==> src/rtl/estufa_pkg.sv <==
// Shared types, default thresholds and helpers for the multi-zone greenhouse controller.
// Build option: ESTUFA_WATCHDOG_EN enables the per-zone watchdog and FAULT state.
package estufa_pkg;

    typedef enum logic [1:0] {IDLE, HEAT, COOL, FAULT} zone_state_t;

    localparam int DEF_NZONES = 2;
    localparam int DEF_TW     = 8;
    localparam int DEF_T_LOW  = 15;
    localparam int DEF_T_MID  = 18;
    localparam int DEF_T_HIGH = 20;
    localparam int DEF_MIN_ON = 4;
    localparam int DEF_MAX_ON = 16;

    // Widest packed temperature bus the extraction helper handles.
    localparam int PACK_MAX = 256;

    function automatic logic [31:0] zone_temp(input logic [PACK_MAX-1:0] packed_temp,
                                              input int zone, input int tw);
        logic [PACK_MAX-1:0] shifted;
        shifted = packed_temp >> (zone * tw);
        return shifted[31:0] & ((32'd1 << tw) - 32'd1);
    endfunction

endpackage

==> src/rtl/estufa_zona.sv <==
// One greenhouse zone: heat/cool FSM with hysteresis, minimum on-time and dwell counter.
// Build option: ESTUFA_WATCHDOG_EN adds the MAX_ON watchdog and latched FAULT state.
module estufa_zona
    import estufa_pkg::*;
#(
    parameter int TW     = DEF_TW,
    parameter int T_LOW  = DEF_T_LOW,
    parameter int T_MID  = DEF_T_MID,
    parameter int T_HIGH = DEF_T_HIGH,
    parameter int MIN_ON = DEF_MIN_ON,
    parameter int MAX_ON = DEF_MAX_ON
) (
    input  logic          clk_2,
    input  logic          reset,
    input  logic          enable,
    input  logic [TW-1:0] temp,
    input  logic          alarm_ack,
    output logic          heater,
    output logic          cooler,
    output logic          fault
);

`ifdef ESTUFA_WATCHDOG_EN
    localparam int CNT_MAX = MAX_ON;
`else
    localparam int CNT_MAX = MIN_ON;
`endif
    localparam int CW = $clog2(CNT_MAX + 1);
    localparam logic [CW-1:0] CNT_SAT = CW'(CNT_MAX);
    localparam logic [CW-1:0] CNT_MIN = CW'(MIN_ON);
    localparam logic [CW-1:0] CNT_ONE = CW'(1);
    localparam logic [TW-1:0] LOW     = TW'(T_LOW);
    localparam logic [TW-1:0] MID     = TW'(T_MID);
    localparam logic [TW-1:0] HIGH    = TW'(T_HIGH);

    zone_state_t   state;
    logic [CW-1:0] cnt;
    logic          want_exit;

    // Leaving HEAT/COOL is requested by the hysteresis point or by enable dropping.
    always_comb begin
        want_exit = !enable;
        if (state == HEAT && temp >= MID) want_exit = 1'b1;
        if (state == COOL && temp <= MID) want_exit = 1'b1;
    end

    always_ff @(posedge clk_2 or posedge reset) begin
        if (reset) begin
            state <= IDLE;
            cnt   <= '0;
        end else begin
            case (state)
                IDLE: begin
                    if (enable && temp < LOW) begin
                        state <= HEAT;
                        cnt   <= CNT_ONE;
                    end else if (enable && temp > HIGH) begin
                        state <= COOL;
                        cnt   <= CNT_ONE;
                    end else begin
                        cnt <= '0;
                    end
                end
                HEAT, COOL: begin
                    if (want_exit && cnt >= CNT_MIN) begin
                        state <= IDLE;
                        cnt   <= '0;
`ifdef ESTUFA_WATCHDOG_EN
                    end else if (cnt == CNT_SAT) begin
                        // An ack arriving in this same cycle cannot pre-empt the new fault.
                        state <= FAULT;
                        cnt   <= '0;
`endif
                    end else if (cnt != CNT_SAT) begin
                        cnt <= cnt + CNT_ONE;
                    end
                end
`ifdef ESTUFA_WATCHDOG_EN
                FAULT: begin
                    if (alarm_ack) state <= IDLE;
                    cnt <= '0;
                end
`endif
                default: begin
                    state <= IDLE;
                    cnt   <= '0;
                end
            endcase
        end
    end

    assign heater = (state == HEAT);
    assign cooler = (state == COOL);
`ifdef ESTUFA_WATCHDOG_EN
    assign fault  = (state == FAULT);
`else
    logic unused_ack;
    assign unused_ack = alarm_ack;
    assign fault      = 1'b0;
`endif

endmodule

==> src/rtl/estufa_multizona.sv <==
// Multi-zone greenhouse climate controller: NZONES independent zones plus a shared alarm.
// Build option: ESTUFA_WATCHDOG_EN enables per-zone watchdog faults and the alarm.
module estufa_multizona
    import estufa_pkg::*;
#(
    parameter int NZONES = DEF_NZONES,
    parameter int TW     = DEF_TW,
    parameter int T_LOW  = DEF_T_LOW,
    parameter int T_MID  = DEF_T_MID,
    parameter int T_HIGH = DEF_T_HIGH,
    parameter int MIN_ON = DEF_MIN_ON,
    parameter int MAX_ON = DEF_MAX_ON
) (
    input  logic                 clk_2,
    input  logic                 reset,
    input  logic                 enable,
    input  logic [NZONES*TW-1:0] temp,
    input  logic                 alarm_ack,
    output logic [NZONES-1:0]    heater,
    output logic [NZONES-1:0]    cooler,
    output logic [NZONES-1:0]    fault,
    output logic                 alarm
);

    for (genvar z = 0; z < NZONES; z++) begin : g_zone
        logic [TW-1:0] zone_t;
        assign zone_t = TW'(zone_temp(PACK_MAX'(temp), z, TW));

        estufa_zona #(
            .TW(TW), .T_LOW(T_LOW), .T_MID(T_MID), .T_HIGH(T_HIGH),
            .MIN_ON(MIN_ON), .MAX_ON(MAX_ON)
        ) u_zona (
            .clk_2     (clk_2),
            .reset     (reset),
            .enable    (enable),
            .temp      (zone_t),
            .alarm_ack (alarm_ack),
            .heater    (heater[z]),
            .cooler    (cooler[z]),
            .fault     (fault[z])
        );
    end

    assign alarm = |fault;

endmodule

==> config.mk <==
export PLATFORM = sky130hd
export DESIGN_NAME = estufa_multizona
export DESIGN_NICKNAME = d
export VERILOG_FILES = /design/src/rtl/estufa_pkg.sv /design/src/rtl/estufa_zona.sv /design/src/rtl/estufa_multizona.sv
export SDC_FILE = /design/constraint.sdc
export NUM_CORES = 1
export LEC_CHECK = 0
export BUFFER_PORTS_ARGS = -buffer_cell sky130_fd_sc_hd__buf_4
export CORE_ASPECT_RATIO = 0.75
export CORE_UTILIZATION = 45
export DETAILED_ROUTE_END_ITERATION = 10
export PLACE_DENSITY = 0.67
export SLEW_MARGIN = 25
export SYNTH_ARGS = -nofsm -noshare
export SYNTH_HDL_FRONTEND = slang
export SYNTH_SLANG_ARGS = --single-unit
==> constraint.sdc <==
create_clock -name clk_2 -period 1.8 [get_ports clk_2]
set_input_delay 0.36 -clock clk_2 [delete_from_list [all_inputs] [get_ports clk_2]]
set_output_delay 0.36 -clock clk_2 [all_outputs]
set_load 0.01 [all_outputs]
==> flow_summary_export.csv <==
group,metric,value,unit
clock_tree,cts_tree,"built",
pwr,p_seq_share,25.1,%
clock_tree,htreeDepth,1,
drt,viasPerCell,5.44,
sta,max_freq,0.578,GHz
pwr,power_frac_comb,62.0,%
drt,drt-initial-drc-count,25,
synthesis,ys_seq_area_share,24.7,%
run_status,outcome,"finished, final reports clean",
synthesis,synth.distinct_cells,47,
sta,drv_slew,0,
pwr,power.density,1230,nW/um2
run,maxCapViolCount,0,
synthesis,synth_area_leaders,"dfrtp_1, ha_1, buf_4",
die,core_area,2070,um2
clock_tree,cts_buffers,3,
pwr,clkPwrFrac,12.9,%
critical_path,reg2reg_depth,7,
sta,post-route-period-util,96.1,%
drt,dr.pass1.iters,4,
clock_tree,path_clk_slew,0.07,ns
cells_and_area,nets,177,
synthesis,synth_edf_count,0,
synthesis,syn_area,1010,um2
grt,grtUsageTotal,18.3,%
grt,grt_pass1_vias,828,
critical_path,r2r_slack,0.07,ns
synthesis,synth_top_cell_area_share,24.7,%
cells_and_area,layout-drive-gt1-share,32.6,%
grt,antenna_found_initial,0,
critical_path,required,1.96,ns
die,dieArea,2450,um2
cells_and_area,final_util,61.7,%
die,io_pins,27,
pwr,switching_share,40.4,%
drt,ant_nets,0,
critical_path,r2r-start,"g_zone[1].u_zona.state[0]",
hold_path,min_path_type,"in2async",
critical_path,r2r_end,"g_zone[1].u_zona.state[0]",
synthesis,ys.flop_type,"dfrtp_1",
synthesis,synth_top_area_cell,"dfrtp_1",
die,start_util,49.0,%
cells_and_area,final_cell_mix,"buf_4, inv_1, ha_1, dfrtp_1, nand2_1",
drt,drc,0,
synthesis,postSynthAreaPerCell,8.66,um2
placement,globalplace.congestion,0.712,
cells_and_area,area_growth,25.9,%
pwr,ir_worst_vdd,0.000558,V
placement,place.port_buffers,22,
synthesis,ys_seq_elements,10,
critical_path,endpoint_kind,"flip-flop",
drt,finalWirelength,2100,um
drt,vias,914,
pwr,intPower,933,uW
sta,setup-violations-final,0,
critical_path,path_class,"reg2reg",
clock_tree,cts_root_buf,"clkbuf_4",
cells_and_area,diodes,0,
synthesis,yosys_warnings,0,
sta,period_minus_slack,1.73,ns
die,rows,14,
clock_tree,cts_sinks,10,
clock_tree,post_cts_buffers,0,
clock_tree,cts_buffer_depth,2,
synthesis,netlist_instances,117,
sta,worst_hold_slack,0.0692,ns
clock_tree,clkLatencyLatePin,0.27,ns
cells_and_area,layout_commonest_cell,"buf_4",
cells_and_area,fin_area,1280,um2
synthesis,synthArstFlopShare,100,%
grt,grt_pass1_wl,3460,um
critical_path,start_kind,"flip-flop",
die,dieHeight,43.1,um
placement,dpl.hpwl,1670,um
critical_path,arrival,1.89,ns
drt,drt-wirelength-per-cell,12.5,um
pwr,switching_power,631,uW
grt,grt.overflow.total,0,
pwr,leakagePower,0.606,nW
sta,skew,0.00276,ns
grt,grt_max_degree,11,
placement,placed_cell_area,1210,um2
critical_path,crit_fanout,4,
sta,finalHoldViolCount,0,
die,die_width,56.8,um
flip-flops by register name, summed over array words and instances, names as in the netlist:
signal / cells
g_zone.u_zona.cnt: 6
g_zone.u_zona.state: 4
how the worst max path moves through the flow:
stage / cells past startpoint / startpoint / endpoint
after CTS: 7 / g_zone[0].u_zona.state[1] / g_zone[0].u_zona.cnt[0]
after global routing: 7 / g_zone[1].u_zona.state[0] / g_zone[1].u_zona.state[0]
after floorplan: 7 / g_zone[0].u_zona.state[1] / g_zone[0].u_zona.cnt[0]
after global placement: 6 / temp[2] / g_zone[0].u_zona.cnt[0]
after detailed placement: 6 / temp[2] / g_zone[0].u_zona.cnt[0]
final: 7 / g_zone[1].u_zona.state[0] / g_zone[1].u_zona.state[0]
power by group through the flow:
stage	logic, mW	clock network [mW]	registers [mW]
floorplan	0.642	0	0.383
CTS	0.928	0.209	0.393
finish	0.969	0.201	0.393
global placement	0.909	0	0.395
global route	1.08	0.232	0.405
detailed placement	0.920	0	0.398
worst max-delay path, cell delays in order, from the launching register on:
cell     delay (ns)
dfrtp_1        0.39
inv_1          0.12
ha_1           0.18
nor4b_2        0.26
o22ai_2        0.13
a21oi_2        0.21
o21ai_0        0.12
a32o_1         0.21
metal layers:
layer,vias up,share of wire [%],track usage (%)
li1,478,-,-
met1,404,55,27.2
met2,29,40,26.0
met3,3,4.4,5.49
met4,0,0.67,3.90
met5,-,0,0
area by class of cell:
type	count	area (um2)
Fill cell	190	791
Multi-Input combinational cell	89	697
Sequential cell	10	250
Timing Repair Buffer	29	218
Inverter	12	45.0
Clock buffer	4	36.3
Tap cell	24	30.0
per-stage QoR:
stage                     std cells  power (mW)  setup TNS, ns  setup WS [ns]
final                           168        1.56              0         0.0693
after floorplan                 119        1.03              0          0.143
after global placement          164        1.30              0         0.0630
after global routing            168        1.72        -0.0438        -0.0235
after detailed placement        164        1.32              0         0.0592
after CTS                       168        1.53              0         0.0624
cells by family after synthesis:
family,after synthesis,share of synthesized area [%]
other cells,1,0.370
flops,10,24.7
compound gates,40,30.2
simple gates,34,19.8
buf+inv,20,10.1
fa+ha+maj,12,14.8
repair_timing:
action / CTS / global route
setup endpoints to repair: 0 / 3
hold buffers: 0 / 0
endpoints found under the hold margin: 0 / 0
resized for setup: 0 / 4
Yosys cell counts (3+ instances only):
master,instances
ha_1,12
nand3_1,4
o21ai_0,3
nand2_1,9
dfrtp_1,10
o21a_1,3
inv_1,12
buf_4,7
nor2_1,6
a21oi_1,7
No activity file was read; power rests on OpenSTA's default activity.
